<file path="src/rtl/hazard_scoreboard_pkg.sv">
// Purpose : shared types and constants for the D-stage hazard scoreboard.
// Latency : n/a (package only).
// Backpressure: n/a.
// Contents: sb_entry_t (one tracked in-flight register write), REG_ZERO, FWD_RF,
//           default stage count / field width / mult-div latencies, saturating Tnew decrement.
package hazard_pkg;

    // Tnew is stored in a fixed-width field wide enough for any reasonable TW;
    // the top zero-extends its TW-wide inputs into it.
    localparam int TNEW_W = 8;

    localparam logic [4:0] REG_ZERO = 5'd0;
    localparam int         FWD_RF   = 0;

    localparam int DEF_NSTAGE   = 3;
    localparam int DEF_TW       = 2;
    localparam int DEF_MULT_LAT = 5;
    localparam int DEF_DIV_LAT  = 10;

    typedef struct packed {
        logic              vld;
        logic [4:0]        waddr;
        logic [TNEW_W-1:0] tnew;
    } sb_entry_t;

    // Tnew counts down one per stage and sticks at zero once the value exists.
    function automatic logic [TNEW_W-1:0] tnew_dec(input logic [TNEW_W-1:0] t);
        return (t == '0) ? t : t - TNEW_W'(1);
    endfunction

endpackage

</file>
<file path="src/rtl/hazard_scoreboard_md_busy_counter.sv">
// Purpose : loadable down-counter flagging the mult/div unit as busy.
// Latency : load takes effect next cycle; busy is registered-state only.
// Backpressure: none; the caller gates load with its own stall.
// Ports   : clk, rst_n (async active-low), load/load_val (start new op), busy (count nonzero).
module md_busy_counter
    import hazard_pkg::*;
#(
    parameter int CNT_W = 4
) (
    input  logic             clk,
    input  logic             rst_n,
    input  logic             load,
    input  logic [CNT_W-1:0] load_val,
    output logic             busy
);

    logic [CNT_W-1:0] cnt_q;
    logic [CNT_W-1:0] cnt_d;

    always_comb begin
        cnt_d = cnt_q;
        if (load) begin
            cnt_d = load_val;
        end else if (cnt_q != '0) begin
            cnt_d = cnt_q - CNT_W'(1);
        end
    end

    always_ff @(posedge clk or negedge rst_n) begin
        if (!rst_n) begin
            cnt_q <= '0;
        end else begin
            cnt_q <= cnt_d;
        end
    end

    assign busy = (cnt_q != '0);

endmodule

</file>
<file path="src/rtl/hazard_scoreboard.sv">
// Purpose : D-stage hazard unit: scoreboard of in-flight writes -> stall and D-stage forward selects.
// Latency : outputs combinational from scoreboard state and D inputs; a D writer appears as entry[0] next cycle.
// Backpressure: stall freezes PC/IF-ID and turns the E-stage slot into a bubble.
// Ports   : clk, rst_n (async active-low); d_* describe the D-stage instruction;
//           stall, fwd_rs_sel/fwd_rt_sel (0 = regfile, k = k stages after D), md_busy.
// Config  : define HAZARD_MD_EN to include the mult/div busy counter; otherwise md_busy = 0
//           and the d_md_* inputs are ignored.
module hazard_scoreboard
    import hazard_pkg::*;
#(
    parameter  int NSTAGE   = DEF_NSTAGE,
    parameter  int TW       = DEF_TW,
    parameter  int MULT_LAT = DEF_MULT_LAT,
    parameter  int DIV_LAT  = DEF_DIV_LAT,
    localparam int SEL_W    = $clog2(NSTAGE + 1)
) (
    input  logic             clk,
    input  logic             rst_n,
    input  logic             d_valid,
    input  logic [4:0]       d_rs,
    input  logic [4:0]       d_rt,
    input  logic             d_rs_use,
    input  logic             d_rt_use,
    input  logic [TW-1:0]    d_tuse_rs,
    input  logic [TW-1:0]    d_tuse_rt,
    input  logic             d_we,
    input  logic [4:0]       d_waddr,
    input  logic [TW-1:0]    d_tnew,
    input  logic             d_md_start,
    input  logic             d_md_div,
    input  logic             d_md_use,
    output logic             stall,
    output logic [SEL_W-1:0] fwd_rs_sel,
    output logic [SEL_W-1:0] fwd_rt_sel,
    output logic             md_busy
);

    sb_entry_t entry_q [NSTAGE];
    sb_entry_t entry_d [NSTAGE];

    logic [NSTAGE-1:0] hit_rs;
    logic [NSTAGE-1:0] hit_rt;
    logic [NSTAGE-1:0] late_rs;
    logic [NSTAGE-1:0] late_rt;
    // Priority chains: index NSTAGE is the "no match" tail, lower index wins.
    logic [SEL_W-1:0]  rs_chain [NSTAGE+1];
    logic [SEL_W-1:0]  rt_chain [NSTAGE+1];
    logic              stall_md;

    // Shift: D enters as entry[0] unless stalled/empty/non-writing; oldest entry falls off the end.
    always_comb begin
        for (int k = 0; k < NSTAGE; k++) begin
            entry_d[k] = '0;
        end
        if (!stall && d_valid && d_we) begin
            entry_d[0].vld   = 1'b1;
            entry_d[0].waddr = d_waddr;
            entry_d[0].tnew  = TNEW_W'(d_tnew);
        end
        for (int k = 1; k < NSTAGE; k++) begin
            entry_d[k]      = entry_q[k-1];
            entry_d[k].tnew = tnew_dec(entry_q[k-1].tnew);
        end
    end

    always_ff @(posedge clk or negedge rst_n) begin
        if (!rst_n) begin
            for (int k = 0; k < NSTAGE; k++) begin
                entry_q[k] <= '0;
            end
        end else begin
            for (int k = 0; k < NSTAGE; k++) begin
                entry_q[k] <= entry_d[k];
            end
        end
    end

    assign rs_chain[NSTAGE] = SEL_W'(FWD_RF);
    assign rt_chain[NSTAGE] = SEL_W'(FWD_RF);

    for (genvar k = 0; k < NSTAGE; k++) begin : g_cmp
        assign hit_rs[k]  = entry_q[k].vld && (entry_q[k].waddr == d_rs)
                            && (d_rs != REG_ZERO) && d_rs_use;
        assign hit_rt[k]  = entry_q[k].vld && (entry_q[k].waddr == d_rt)
                            && (d_rt != REG_ZERO) && d_rt_use;
        assign late_rs[k] = hit_rs[k] && (entry_q[k].tnew > TNEW_W'(d_tuse_rs));
        assign late_rt[k] = hit_rt[k] && (entry_q[k].tnew > TNEW_W'(d_tuse_rt));
        // The youngest match decides alone: if its value is not ready yet the
        // select stays on the regfile even if an older writer has a value.
        assign rs_chain[k] = !hit_rs[k]               ? rs_chain[k+1]    :
                             (entry_q[k].tnew == '0)  ? SEL_W'(k + 1)    :
                                                        SEL_W'(FWD_RF);
        assign rt_chain[k] = !hit_rt[k]               ? rt_chain[k+1]    :
                             (entry_q[k].tnew == '0)  ? SEL_W'(k + 1)    :
                                                        SEL_W'(FWD_RF);
    end

    assign fwd_rs_sel = rs_chain[0];
    assign fwd_rt_sel = rt_chain[0];
    assign stall      = (|late_rs) || (|late_rt) || stall_md;

`ifdef HAZARD_MD_EN
    localparam int MD_MAX = (MULT_LAT > DIV_LAT) ? MULT_LAT : DIV_LAT;
    localparam int MD_W   = $clog2(MD_MAX + 1);

    logic            md_load;
    logic [MD_W-1:0] md_load_val;

    // A start held back by a register stall must not load; it retries when released.
    assign md_load     = d_md_start && d_valid && !stall;
    assign md_load_val = d_md_div ? MD_W'(DIV_LAT) : MD_W'(MULT_LAT);

    md_busy_counter #(
        .CNT_W (MD_W)
    ) u_md_busy_counter (
        .clk      (clk),
        .rst_n    (rst_n),
        .load     (md_load),
        .load_val (md_load_val),
        .busy     (md_busy)
    );

    assign stall_md = md_busy && d_md_use && d_valid;
`else
    localparam int unused_lat = MULT_LAT + DIV_LAT;
    logic unused_md;
    assign unused_md = ^{d_md_start, d_md_div, d_md_use};
    assign md_busy   = 1'b0;
    assign stall_md  = 1'b0;
`endif

endmodule

</file>
<file path="config.mk">
export PLATFORM = sky130hd
export DESIGN_NAME = hazard_scoreboard
export DESIGN_NICKNAME = d
export VERILOG_FILES = /design/src/rtl/hazard_scoreboard_pkg.sv /design/src/rtl/hazard_scoreboard_md_busy_counter.sv /design/src/rtl/hazard_scoreboard.sv
export SDC_FILE = /design/constraint.sdc
export NUM_CORES = 1
export LEC_CHECK = 0
export ABC_AREA = 1
export CELL_PAD_IN_SITES_DETAIL_PLACEMENT = 2
export CELL_PAD_IN_SITES_GLOBAL_PLACEMENT = 2
export CORE_ASPECT_RATIO = 1.4
export CORE_MARGIN = 8
export CORE_UTILIZATION = 31
export CTS_BUF_LIST = sky130_fd_sc_hd__clkbuf_16
export DETAILED_ROUTE_END_ITERATION = 16
export HOLD_SLACK_MARGIN = 0.02
export PLACE_DENSITY_LB_ADDON = 0.1
export SLEW_MARGIN = 20
export SYNTH_ARGS = -nofsm -noshare
export SYNTH_HDL_FRONTEND = slang
export SYNTH_SLANG_ARGS = --single-unit
</file>
<file path="constraint.sdc">
create_clock -name clk -period 2.65 [get_ports clk]
set_input_delay 0.265 -clock clk [delete_from_list [all_inputs] [get_ports clk]]
set_output_delay 0.265 -clock clk [all_outputs]
set_load 0.005 [all_outputs]
</file>
==> results.md <==
Global route:
- The number of antenna violations at the first check in global routing is 0.
- The global router's overall resource usage is roughly 15%.
- After global routing the overflow that remains totals 0.
- The number of global-route vias before repair came to between 2000 and 2500.
- The global-route wire length before repair is 10980 um.
- The maximum number of pins on one net before global-route repair is 30.

Clock network:
- The H-tree was split into 2 levels.
- The clock insertion delay at the later pin of the skew report is approximately 0.28 ns.
- The maximum buffer depth of the clock tree is 2.
- The CTS buffer count is 5.
- In this run the clock root is driven by a sky130_fd_sc_hd__clkbuf_16.
- The clock drives 29 sinks.
- TritonCTS built the clock tree.
- Buffers added to address setup during post-CTS repair amount to 0.
- After clock tree synthesis, the clock-pin slew on the worst setup and hold paths is 0.06 ns.

Flow run:
- The number of max-capacitance violations reported is 0.

Detailed routing:
- The number of remaining DRC errors is 0.
- Wires add up to about 6500 um.
- The total vias in the final route is between 1500 and 2000.
- After the first detailed-routing iteration, the DRC count stood at between 40 and 50.
- The number of iterations in the first detailed-routing pass is 3.
- Using the TritonRoute via totals, the vias-per-cell ratio works out to 4.815.
- The average wire per standard cell is about 16 um.
- The residual antenna-violating net count after detailed routing is 0.

Power:
- In this run the power spent charging and discharging nets is ~0.36 mW.
- The power density normalized to cell area is 526.8 mW/mm^2.
- Summed over all cells, the static leakage comes to between 1 and 1.5 nW.
- Per report_power, the combinational group accounts for 16.6% of the total.
- The share of total power dissipated in sequential elements is around 35%.
- Internal power comes to roughly 1 mW.
- The switching power share of the total is a little over a quarter.
- VDD sags by at most approximately 260 uV.
- The clock network fraction of total power is approximately 48%.

Setup path:
- The critical path class is primary input to output pin.
- The cell type with the highest occurrence count on the critical path is sky130_fd_sc_hd__nand2_1.
- The setup check on the worst reg-to-reg path leaves a slack of around 0.9 ns.
- STA classifies the critical path endpoint as an output pin.
- The largest incremental delay on the critical path is ~0.50 ns.
- Of all nets on the critical path, the largest fanout is 3.
- The critical path goes through clkdlybuf4s50_1, inv_1, ha_1, nand2_1, inv_1, o21ai_1, nand3_1, nand2_1, inv_2, nand2_1, clkdlybuf4s50_1.
- The data required time of the worst path is between 2 and 2.5 ns.
- The cell with the largest stage delay on the worst path is sky130_fd_sc_hd__clkdlybuf4s50_1.
- The arrival time of data at the critical path endpoint is between 2 and 2.5 ns.
- The startpoint type of the worst setup path is a primary input.

Timing:
- The share of the clock period used by the worst path after layout is 94.75%.
- For the finished layout, the period the worst path requires is 2.511 ns.
- Static timing analysis puts the maximum clock frequency at between 300 and 400 MHz.
- The final setup violation count is 0.
- The worst hold slack after final layout is 0.3870 ns.
- The total count of max-transition violations in the final report is 0.
- The accumulated negative setup slack is 0 ns.
- Setup repair after global routing left no endpoint under its margin.
- The final worst clock skew is about 0.0042 ns.
- The number of hold-slack violations in the final timing report was 0.

Final layout:
- The area growth from synthesis to layout is 29.24%.
- The repair_antennas step left the layout with diodes totalling 0.
- The number of nets in the layout is ~370.
- Cells with a size suffix above 1 make up between 10 and 15% of the layout.
- The leading cell type in the layout, fill and taps excluded is sky130_fd_sc_hd__nand2_1.
- Leaving out fill and tap cells, the most frequent cells in the layout are 95 x sky130_fd_sc_hd__nand2_1, 53 x sky130_fd_sc_hd__inv_1, 30 x sky130_fd_sc_hd__clkdlybuf4s50_1, 29 x sky130_fd_sc_hd__dfrtp_1, 17 x sky130_fd_sc_hd__nor2_1.

Synth:
- The area of the mapped netlist is 0.002007 sq mm.
- The number of distinct library cell variants in the gate-level netlist after synthesis is 23.
- Ranked by total cell area, the synthesized netlist is headed by sky130_fd_sc_hd__dfrtp_1 36%, sky130_fd_sc_hd__nand2_1 18%, sky130_fd_sc_hd__ha_1 10%.
- After synthesis the netlist holds a flip-flop and latch count of 29.
- The cell count after synthesis came out at between 200 and 300.
- The most area-hungry cell type in the Yosys netlist is sky130_fd_sc_hd__dfrtp_1.
- The Yosys step of the flow raised 0 warnings.
- The fraction of the yosys area taken by sequential cells is between 30% and 40%.
- The average instance in the mapped netlist occupies roughly 7.0 sq um.
- After synthesis, the largest area contributor takes up between 30% and 40% of total cell area.

Die:
- The die covers roughly 0.0093 sq mm.
- The effective utilization at floorplan is ~32%.
- The area of the core is ~0.0063 sq mm.
- The floorplan step set the die width to approximately 84 um.
- The height of the die is ~110 um.
- The number of rows in the core area is 34.
- The I/O pin count is 36.

Place:
- At the end of routability-driven placement, the weighted congestion stood at about 0.8.
- The placed wire-length estimate is between 5000 and 6000 um.
- The number of port buffers is 31.

Hold path:
- The worst hold path belongs to the class primary input to async pin.

Run status:
- The run finished with clean final reports.
==> stage by stage <==
stage	instance area, sq um	total power [mW]	setup WS [ns]	cells	utilization, %
3_3_place_gp	2419	0.7072	0.1005	391	38.68
6_report	2594	1.366	0.1390	399	41.48
5_1_grt	2594	1.431	0.008557	399	41.48
4_1_cts	2585	1.375	0.02687	399	41.34
3_5_place_dp	2419	0.7197	0.04094	391	38.68
2_1_floorplan	2011	0.6100	1.159	287	-
==> power groups by stage <==
| stage | Clock, mW | Sequential, mW | Combinational [mW] |
|---|---|---|---|
| finish | 0.655 | 0.484 | 0.227 |
| detailed placement | 0 | 0.492 | 0.228 |
| global route | 0.683 | 0.488 | 0.260 |
| floorplan | 0 | 0.486 | 0.124 |
| global placement | 0 | 0.490 | 0.217 |
| CTS | 0.659 | 0.485 | 0.231 |
==> path summary, 6_finish.rpt <==
check,from,end,depth (start not counted)
max in group asynchronous,rst_n,entry_d[24],2
max reg2reg,entry_q[14],entry_d[22],10
min in group clk,entry_d[13],entry_q[13],0
max,d_tuse_rt[1],stall,11
min reg2reg,entry_d[13],entry_q[13],0
min,rst_n,entry_q[12],2
==> worst max-delay path: cells and delay by family <==
kind / cells / cell delay (ns)
adder cells (fa/ha/maj): 1 / 0.33
buffers and inverters: 5 / 1.14
AO/OA/AOI/OAI: 1 / 0.15
AND/OR/NAND/NOR: 4 / 0.37
==> registers in the layout, summed over array words and instances (netlist names) <==
| signal | count |
|---|---|
| entry_q | 17 |
| entry_d | 12 |
==> area by class of cell <==
cell class	count	area, sq um
well taps	72	90.09
clock buffers	5	125.1
clock inverters	3	41.29
flip-flops and latches	29	725.7
repair buffers	33	327.8
fillers	747	3660
inverters	61	229.0
multi-input cells	196	1055
==> Yosys cell counts <==
library cell,number
sky130_fd_sc_hd__nand4_1,3
sky130_fd_sc_hd__nand3_2,3
sky130_fd_sc_hd__nand3_1,15
sky130_fd_sc_hd__buf_4,1
sky130_fd_sc_hd__inv_1,53
sky130_fd_sc_hd__nor2_4,3
sky130_fd_sc_hd__nand2_2,2
sky130_fd_sc_hd__nand2_1,95
sky130_fd_sc_hd__nand3_4,1
sky130_fd_sc_hd__or2_4,2
sky130_fd_sc_hd__nor2_1,18
sky130_fd_sc_hd__o31ai_1,1
sky130_fd_sc_hd__inv_2,8
sky130_fd_sc_hd__o21ai_0,6
sky130_fd_sc_hd__ha_1,16
sky130_fd_sc_hd__xor2_1,1
sky130_fd_sc_hd__nor2_2,8
sky130_fd_sc_hd__and2_1,1
sky130_fd_sc_hd__conb_1,1
sky130_fd_sc_hd__a21oi_1,15
sky130_fd_sc_hd__xnor2_1,3
sky130_fd_sc_hd__dfrtp_1,29
sky130_fd_sc_hd__o21bai_1,1
==> timing repair <==
action | in CTS | in global routing
hold buffers | 0 | 0
resized for setup | 0 | 6
endpoints found under the setup margin | 0 | 3
hold endpoints to repair | 0 | 0
==> kinds of logic after synthesis <==
| kind of cell | Yosys count | synth area share [%] |
|---|---|---|
| simple gates | 151 | 34.16 |
| buf+inv | 62 | 11.78 |
| flops | 29 | 36.16 |
| compound gates | 23 | 5.985 |
| fa+ha+maj | 16 | 9.975 |
| xor+xnor | 4 | 1.746 |
| other cells | 1 | 0.1869 |
==> routing by layer <==
metal  vias to the layer above  track usage (%)  wire [um]
met2                        27            28.70       3779
met5                         -                0          0
met4                         0            3.815        119
met3                        11            2.647        164
met1                       945            14.70       2482
li1                        938                -          -
Note: power is estimated with default switching activity, not from simulation.
